===== config.mk =====
export PLATFORM = sky130hd
export DESIGN_NAME = system1_keypad
export DESIGN_NICKNAME = d
export VERILOG_FILES = /design/src/rtl/system1_kbd_pkg.sv /design/src/rtl/key_stretch.sv /design/src/rtl/system1_keypad.sv
export SDC_FILE = /design/constraint.sdc
export NUM_CORES = 1
export LEC_CHECK = 0
export ABC_CLOCK_PERIOD_IN_PS = 18100
export CAP_MARGIN = 5
export CORE_MARGIN = 2
export CORE_UTILIZATION = 50
export CTS_CLUSTER_DIAMETER = 120
export CTS_CLUSTER_SIZE = 40
export DETAILED_ROUTE_END_ITERATION = 8
export PLACE_DENSITY = 0.69
export SYNTH_ARGS = -nofsm -noshare
export SYNTH_HDL_FRONTEND = slang
export SYNTH_SLANG_ARGS = --single-unit

===== constraint.sdc =====
create_clock -name clk_sys -period 18.1 [get_ports clk_sys]
set_input_delay 3.62 -clock clk_sys [delete_from_list [all_inputs] [get_ports clk_sys]]
set_output_delay 3.62 -clock clk_sys [all_outputs]
set_load 0.01 [all_outputs]

===== src/rtl/system1_kbd_pkg.sv =====
// Key indices and {ext,code} PS/2 scan codes for the System 1 keypad lines.
// Latency: n/a (constants only).
// Backpressure: n/a.
package system1_kbd_pkg;

    localparam int NUM_KEYS = 25;

    localparam int KEY_0   = 0;
    localparam int KEY_1   = 1;
    localparam int KEY_2   = 2;
    localparam int KEY_3   = 3;
    localparam int KEY_4   = 4;
    localparam int KEY_5   = 5;
    localparam int KEY_6   = 6;
    localparam int KEY_7   = 7;
    localparam int KEY_8   = 8;
    localparam int KEY_9   = 9;
    localparam int KEY_A   = 10;
    localparam int KEY_B   = 11;
    localparam int KEY_C   = 12;
    localparam int KEY_D   = 13;
    localparam int KEY_E   = 14;
    localparam int KEY_F   = 15;
    localparam int KEY_M   = 16;
    localparam int KEY_L   = 17;
    localparam int KEY_G   = 18;
    localparam int KEY_R   = 19;
    localparam int KEY_P   = 20;
    localparam int KEY_UP  = 21;
    localparam int KEY_S   = 22;
    localparam int KEY_DN  = 23;
    localparam int KEY_RST = 24;

    typedef logic [8:0] scan_t;

    // Indexed by key number; bit 8 is the PS/2 extended flag.
    localparam scan_t SCAN_CODES [NUM_KEYS] = '{
        9'h045, 9'h016, 9'h01E, 9'h026, 9'h025, 9'h02E, 9'h036, 9'h03D,
        9'h03E, 9'h046, 9'h01C, 9'h032, 9'h021, 9'h023, 9'h024, 9'h02B,
        9'h03A, 9'h04B, 9'h034, 9'h02D, 9'h04D, 9'h175, 9'h01B, 9'h172,
        9'h005
    };

endpackage


===== src/rtl/key_stretch.sv =====
// Per-key hold flag plus minimum-assertion stretch counter.
// Latency: press/release take effect at the edge they are presented; asserted is combinational from state.
// Backpressure: none; every event is consumed on its cycle.
module key_stretch #(
    parameter int HOLD_CYCLES = 500000,
    parameter int CNT_W       = $clog2(HOLD_CYCLES + 1)
) (
    input  logic clk_sys,
    input  logic reset,
    input  logic press,
    input  logic release_ev,
    output logic asserted
);

    logic             down;
    logic [CNT_W-1:0] cnt;

    always_ff @(posedge clk_sys or posedge reset) begin
        if (reset) begin
            down <= 1'b0;
            cnt  <= '0;
        end else if (press) begin
            // A press always reloads, even on the cycle the count would expire.
            down <= 1'b1;
            cnt  <= CNT_W'(HOLD_CYCLES);
        end else begin
            if (release_ev)
                down <= 1'b0;
            if (cnt != '0)
                cnt <= cnt - CNT_W'(1);
        end
    end

    assign asserted = down || (cnt != '0);

endmodule


===== src/rtl/system1_keypad.sv =====
// PS/2 key events to System 1 keypad lines, stretched, merged with on-screen keypad.
// Latency: event at edge N -> sw at edge N+1; osd_sw -> sw in 1 cycle.
// Backpressure: none; hps_io delivers one event per strobe toggle.
module system1_keypad
    import system1_kbd_pkg::*;
#(
    parameter int HOLD_CYCLES = 500000,
    parameter int CNT_W       = $clog2(HOLD_CYCLES + 1)
) (
    input  logic                clk_sys,
    input  logic                reset,
    input  logic [10:0]         ps2_key,
    input  logic [NUM_KEYS-1:0] osd_sw,
    output logic [NUM_KEYS-1:0] sw,
    output logic                kbd_active
);

    logic                strobe_q;
    logic                primed;
    logic                evt;
    scan_t               key_code;
    logic [NUM_KEYS-1:0] press;
    logic [NUM_KEYS-1:0] rel;
    logic [NUM_KEYS-1:0] asserted;

    // primed masks the first cycle so a stale strobe level is not taken as an event.
    assign evt      = primed && (ps2_key[10] != strobe_q);
    assign key_code = ps2_key[8:0];

    always_ff @(posedge clk_sys or posedge reset) begin
        if (reset) begin
            strobe_q   <= 1'b0;
            primed     <= 1'b0;
            sw         <= '0;
            kbd_active <= 1'b0;
        end else begin
            strobe_q   <= ps2_key[10];
            primed     <= 1'b1;
            sw         <= asserted | osd_sw;
            kbd_active <= |asserted;
        end
    end

    for (genvar i = 0; i < NUM_KEYS; i++) begin : g_key
        logic hit;

        assign hit      = (key_code == SCAN_CODES[i]);
        assign press[i] = evt && ps2_key[9] && hit;
        assign rel[i]   = evt && !ps2_key[9] && hit;

        key_stretch #(
            .HOLD_CYCLES (HOLD_CYCLES),
            .CNT_W       (CNT_W)
        ) u_stretch (
            .clk_sys    (clk_sys),
            .reset      (reset),
            .press      (press[i]),
            .release_ev (rel[i]),
            .asserted   (asserted[i])
        );
    end

endmodule

[Word-level counts from Yosys, hierarchy flattened]
Index checks and enable logic that the tools add are counted.
Word-level totals
  output and inout port bits: 26
  flip-flop bits (word level): 528
  input bits: 38
Operators by class
  reductions and logical operators: 155
  add/subtract/negate cells: 25
  muxes and demuxes: 100
  eq/ne operators: 26
  bitwise gates (word level): 1
Operators with widths (count)
  $mux W19: 50
  $reduce_bool A19 Y1: 25
  $sub A19 B1 Y19 const B: 25
  $eq A9 B6 Y1 const B: 14
  $reduce_bool A2 Y1: 50
  $logic_and A1 B1 Y1: 53
  $mux W1: 50
  $eq A9 B5 Y1 const B: 4
  $eq A9 B7 Y1 const B: 4
  $logic_or A1 B1 Y1: 25
  $or A25 B25 Y25: 1
  $reduce_or A25 Y1: 1
  $eq A9 B9 Y1 const B: 2
  $eq A9 B3 Y1 const B: 1
  $logic_not A1 Y1: 1
  $ne A1 B1 Y1: 1

[Longest topological paths before layout]
  depth in word-level cells: 6
  mapped depth: 9
  gate-level depth less buffers: 7

[Hierarchy]
Synthesis repeated with hierarchy kept, for this count alone.
Second synthesis, totals
  cells, all modules: 3152
  area, all modules: 30588.1 sq um
Modules (own cells, without submodules)
  key_stretch: sequential area each 500.5 sq um, area each 1167.4 sq um, instances 25, cells each 120
  system1_keypad: sequential area each 700.7 sq um, area each 1403.8 sq um, instances 1, cells each 152

[Worst setup path before layout]
Ideal clock, no wire load.
  path kind: input port to flip-flop
  start: input ps2_key[10]
  end: register g_key[1].u_stretch.cnt[10]
  data required time: 17976 ps
  cell stages on the path: 5
  path buffers: 0
  library setup time: 124 ps
  slack: 12639 ps
  arrival time: 5336 ps
  path through: xor2_1 nand3_1 nor4_1 or4_1 nand2_1
Between the ends
  longest elaborated chain between the ends: 5
  elaborated cells between the ends (all ways): 6
  those cells by class: eq/ne (1); mux (1); reduce/logical (4)
RTL lines
  start, declared: line system1_keypad.sv:12  | input logic [10:0] ps2_key,
  $ne A1 B1 Y1 (*): line system1_keypad.sv:27  | assign evt = primed && (ps2_key[10] != strobe_q);
  $logic_and A1 B1 Y1 (*): line system1_keypad.sv:27
  $logic_and A1 B1 Y1 (*) (2 in a row): line system1_keypad.sv:48  | assign press[i] = evt && ps2_key[9] && hit;
  $mux W19 / $reduce_bool A2 Y1 (equally long branches)
  end signal, assigned: line key_stretch.sv:25  | cnt <= CNT_W'(HOLD_CYCLES);
  end signal, assigned: line key_stretch.sv:30  | cnt <= cnt - CNT_W'(1);
  end, declared: line key_stretch.sv:16  | logic [CNT_W-1:0] cnt;
Mark *: on every way between the ends. The rest lies on a longest branch, timed or not.
A chain may end at the register's enable or synchronous reset.

==> impl_metrics.yaml <==
outcome:
  status: "completed"
clock_network:
  htree_levels: 1
  root_buffer: "clkbuf_16"
  cts.sinks: 528
  postCtsHoldBufs: 0
  cts_buffers: 17
  clockBufferDepth: 3
  clk_pin_slew_ns: 0.14
  cts_tree: "done"
  insertion_delay_ns: 0.58
  postCtsSetupBuffers: 0
  ctsResizeCount: 0
setup_path:
  crit_type: "in -> async"
  cp-end-kind: "async pin"
  crit_chain: "clkdlybuf4s50_1, clkinvlp_4, buf_4, buf_4, buf_4"
  reg2reg_from: "g_key[14].u_stretch.cnt[0]"
  cp_num_buf_inv: 5
  path_max_fanout: 84
  worst-r2r-cell-count: 7
  cp-start-kind: "input port"
  cp.arrival_ns: 7.25
  critPathTopFamily: "buffers and inverters"
  cp_slowest_stage_delay_ns: 0.91
  startpoint: "reset"
  crit_end: "g_key[18].u_stretch.cnt[8]"
  cpMostUsedCell: "buf_4"
  cp_slowest_cell: "buf_4"
  required_ns: 18.71
  r2r-end: "kbd_active"
  cp_num_cells: 5
  r2r_slack_ns: 14.53
sta:
  finalCritPeriodShare_pct: 36.7
  clock_skew_ns: 0.0264
  final-max-slew-violation-count: 0
  rsz0062_at_grt: "false"
  hold_viol: 0
  fmax_ghz: 0.151
  tightest_slew_ns: 1.23
  period_needed_ns: 6.63
  maxSlewHeadroom_pct: 17.0
  setup_tns_ns: 0
  setup_viol: 0
placement:
  dp_hpwl_um: 45700
  dpl_cell_area_um2: 28500
  place.gp.congestion: 0.863
  port_buffers: 63
die:
  die_h_um: 237
  start_util_pct: 50.5
  num_rows: 85
  fp.coreArea_um2: 53800
  die_w_um: 237
  dieArea_um2: 56200
  ios: 64
yosys:
  yosysWarnings: 0
  synth_cell_types: 68
  synth_area_um2: 27200
  async_reset_ff_share_pct: 100
  synthAdderAreaFrac_pct: 1.15
  syn-instance-count: 2890
  synth_top_area_cell: "dfrtp_1"
  synthSimpleGateAreaFrac_pct: 27.0
  synth_most_common_cell: "dfrtp_1"
  ys_seq_area_share_pct: 48.6
  synth_top_family_by_area: "simple AND/OR/NAND/NOR gates"
  synth-xor-area-share_pct: 6.67
  synth_top_flop_cell: "dfrtp_1"
  synth_common_cells: "dfrtp_1 (528), nor2_1 (368), nand2_1 (190)"
  synth_compound_area_share_pct: 13.4
  synthMuxAreaShare_pct: 0.750
  yosysTopAreaCellShare_pct: 48.6
  syn_nets: 2953
  synth-edff-count: 0
  synth_area_leaders: "dfrtp_1 (49%), nor2_1 (5.1%), xor2_1 (4.6%)"
  ys_seq_elements: 528
  syn-mean-instance-area_um2: 9.40
worst_hold_path:
  hp-class: "reg -> reg"
job:
  cap_violations: 0
detailed_routing:
  drtIter0Drc: 1780
  drc: 0
  ant_nets: 0
  num_vias: 22200
  routed_wl_um: 64200
  routedWlPerCell_um: 17.8
  drtPass1Iterations: 5
  routed_via_density: 6.17
final_layout:
  fin_nets: 2966
  drive_above_1_share_pct: 3.75
  areaGrowthSynthToFinish_pct: 6.62
  finish.instance_area_um2: 29000
power_and_ir_drop:
  ir_worst_vdd_mv: 0.0833
  leakage_nw: 9.39
  cellPowerDensity_nw_per_um2: 87.7
grt:
  grt_max_degree: 151
  overflow: 0
  grt_pass1_wl_um: 107000
  grtUsageTotal_pct: 22.6
  antenna_found_initial: 1
  grt_pass1_vias: 21100
worst min-delay path, cell delays in order, from the launching register on:
cell and delay, ns:
dfrtp_1 0.37, o31ai_1 0.07, nand2_1 0.06
stage by stage:
stage,hold WS (ns),power (mW),instances,setup slack [ns],utilization (%)
finish,0.520,2.54,3602,11.47,53.8
global route,0.547,2.70,3602,10.89,53.8
CTS,0.522,2.56,3601,11.30,53.8
detailed placement,0.490,2.02,3580,10.67,53.0
global placement,0.481,1.98,3580,10.74,53.0
floorplan,0.454,1.89,2890,7.30,-
cell families (layout without fill, tap and decap cells):
kind of cell	count (synthesis)	in the layout
adder cells (fa/ha/maj)	25	25
AO/OA/AOI/OAI	564	564
XOR/XNOR	207	207
other	1	2
flip-flops	528	528
buffers and inverters	172	187
multiplexers	19	19
AND/OR/NAND/NOR	1374	1374
worst min-delay path by stage:
stage / start / end / slack, ns / cells past startpoint
floorplan: g_key[11].u_stretch.down / sw[11] / 0.45 / 2
global placement: g_key[11].u_stretch.cnt[18] / g_key[11].u_stretch.cnt[18] / 0.48 / 2
detailed placement: g_key[9].u_stretch.down / g_key[9].u_stretch.down / 0.49 / 2
CTS: g_key[9].u_stretch.down / g_key[9].u_stretch.down / 0.52 / 2
global route: g_key[10].u_stretch.cnt[18] / g_key[10].u_stretch.cnt[18] / 0.55 / 2
finish: g_key[12].u_stretch.cnt[18] / g_key[12].u_stretch.cnt[18] / 0.52 / 2
state kept, by name, summed over array words and instances, names as in the netlist:
| signal | count |
|---|---|
| kbd_active | 1 |
| g_key.u_stretch.cnt | 475 |
| primed | 1 |
| g_key.u_stretch.down | 25 |
| sw | 25 |
| strobe_q | 1 |
metal layers:
| metal | up-vias | GRT usage, % | share of wire, % |
|---|---|---|---|
| li1 | 10600 | - | - |
| met2 | 436 | 38.1 | 48 |
| met3 | 75 | 1.85 | 3.6 |
| met4 | 0 | 4.78 | 2.1 |
| met5 | - | 0 | 0 |
| met1 | 11100 | 32.0 | 47 |
cell usage in the layout (no fill, tap or decap), types with 9 or more instances in the layout:
master,count
nor2b_1,18
nand3b_1,14
buf_4,16
xor2_1,143
nand4_1,37
and4_1,16
nor4_1,87
a211oi_1,32
or3b_2,9
nand3_1,122
o211ai_1,74
o21ai_0,147
ha_1,25
o2111ai_1,17
nand2_1,190
or2_2,30
o41ai_1,15
nor3b_1,15
nor2_1,368
a21oi_1,124
clkbuf_16,17
a31oi_1,9
mux2i_1,11
inv_1,85
xnor2_1,64
o31ai_1,84
or4b_2,11
clkdlybuf4s50_1,63
nand2b_1,25
or3_1,119
and3_1,29
nand4b_1,19
nor3_1,117
a211o_1,11
or4_1,113
dfrtp_1,528
power by group:
part	total, mW	internal (mW)	switching (mW)
sequential	1.56	1.35	0.202
combinational	0.445	0.198	0.247
clock	0.542	0.182	0.360
total	2.54	1.73	0.810
final cells by class:
class                   instances  area, um^2
clock inverters                 3        41.3
fillers                      4786       24800
multi-input cells            2190       13300
well taps                     696         871
repair buffers                 80         771
clock buffers                  18         439
inverters                      86         327
diodes                          1        2.50
flip-flops and latches        528       13200
(Power assumes the default switching activity.)
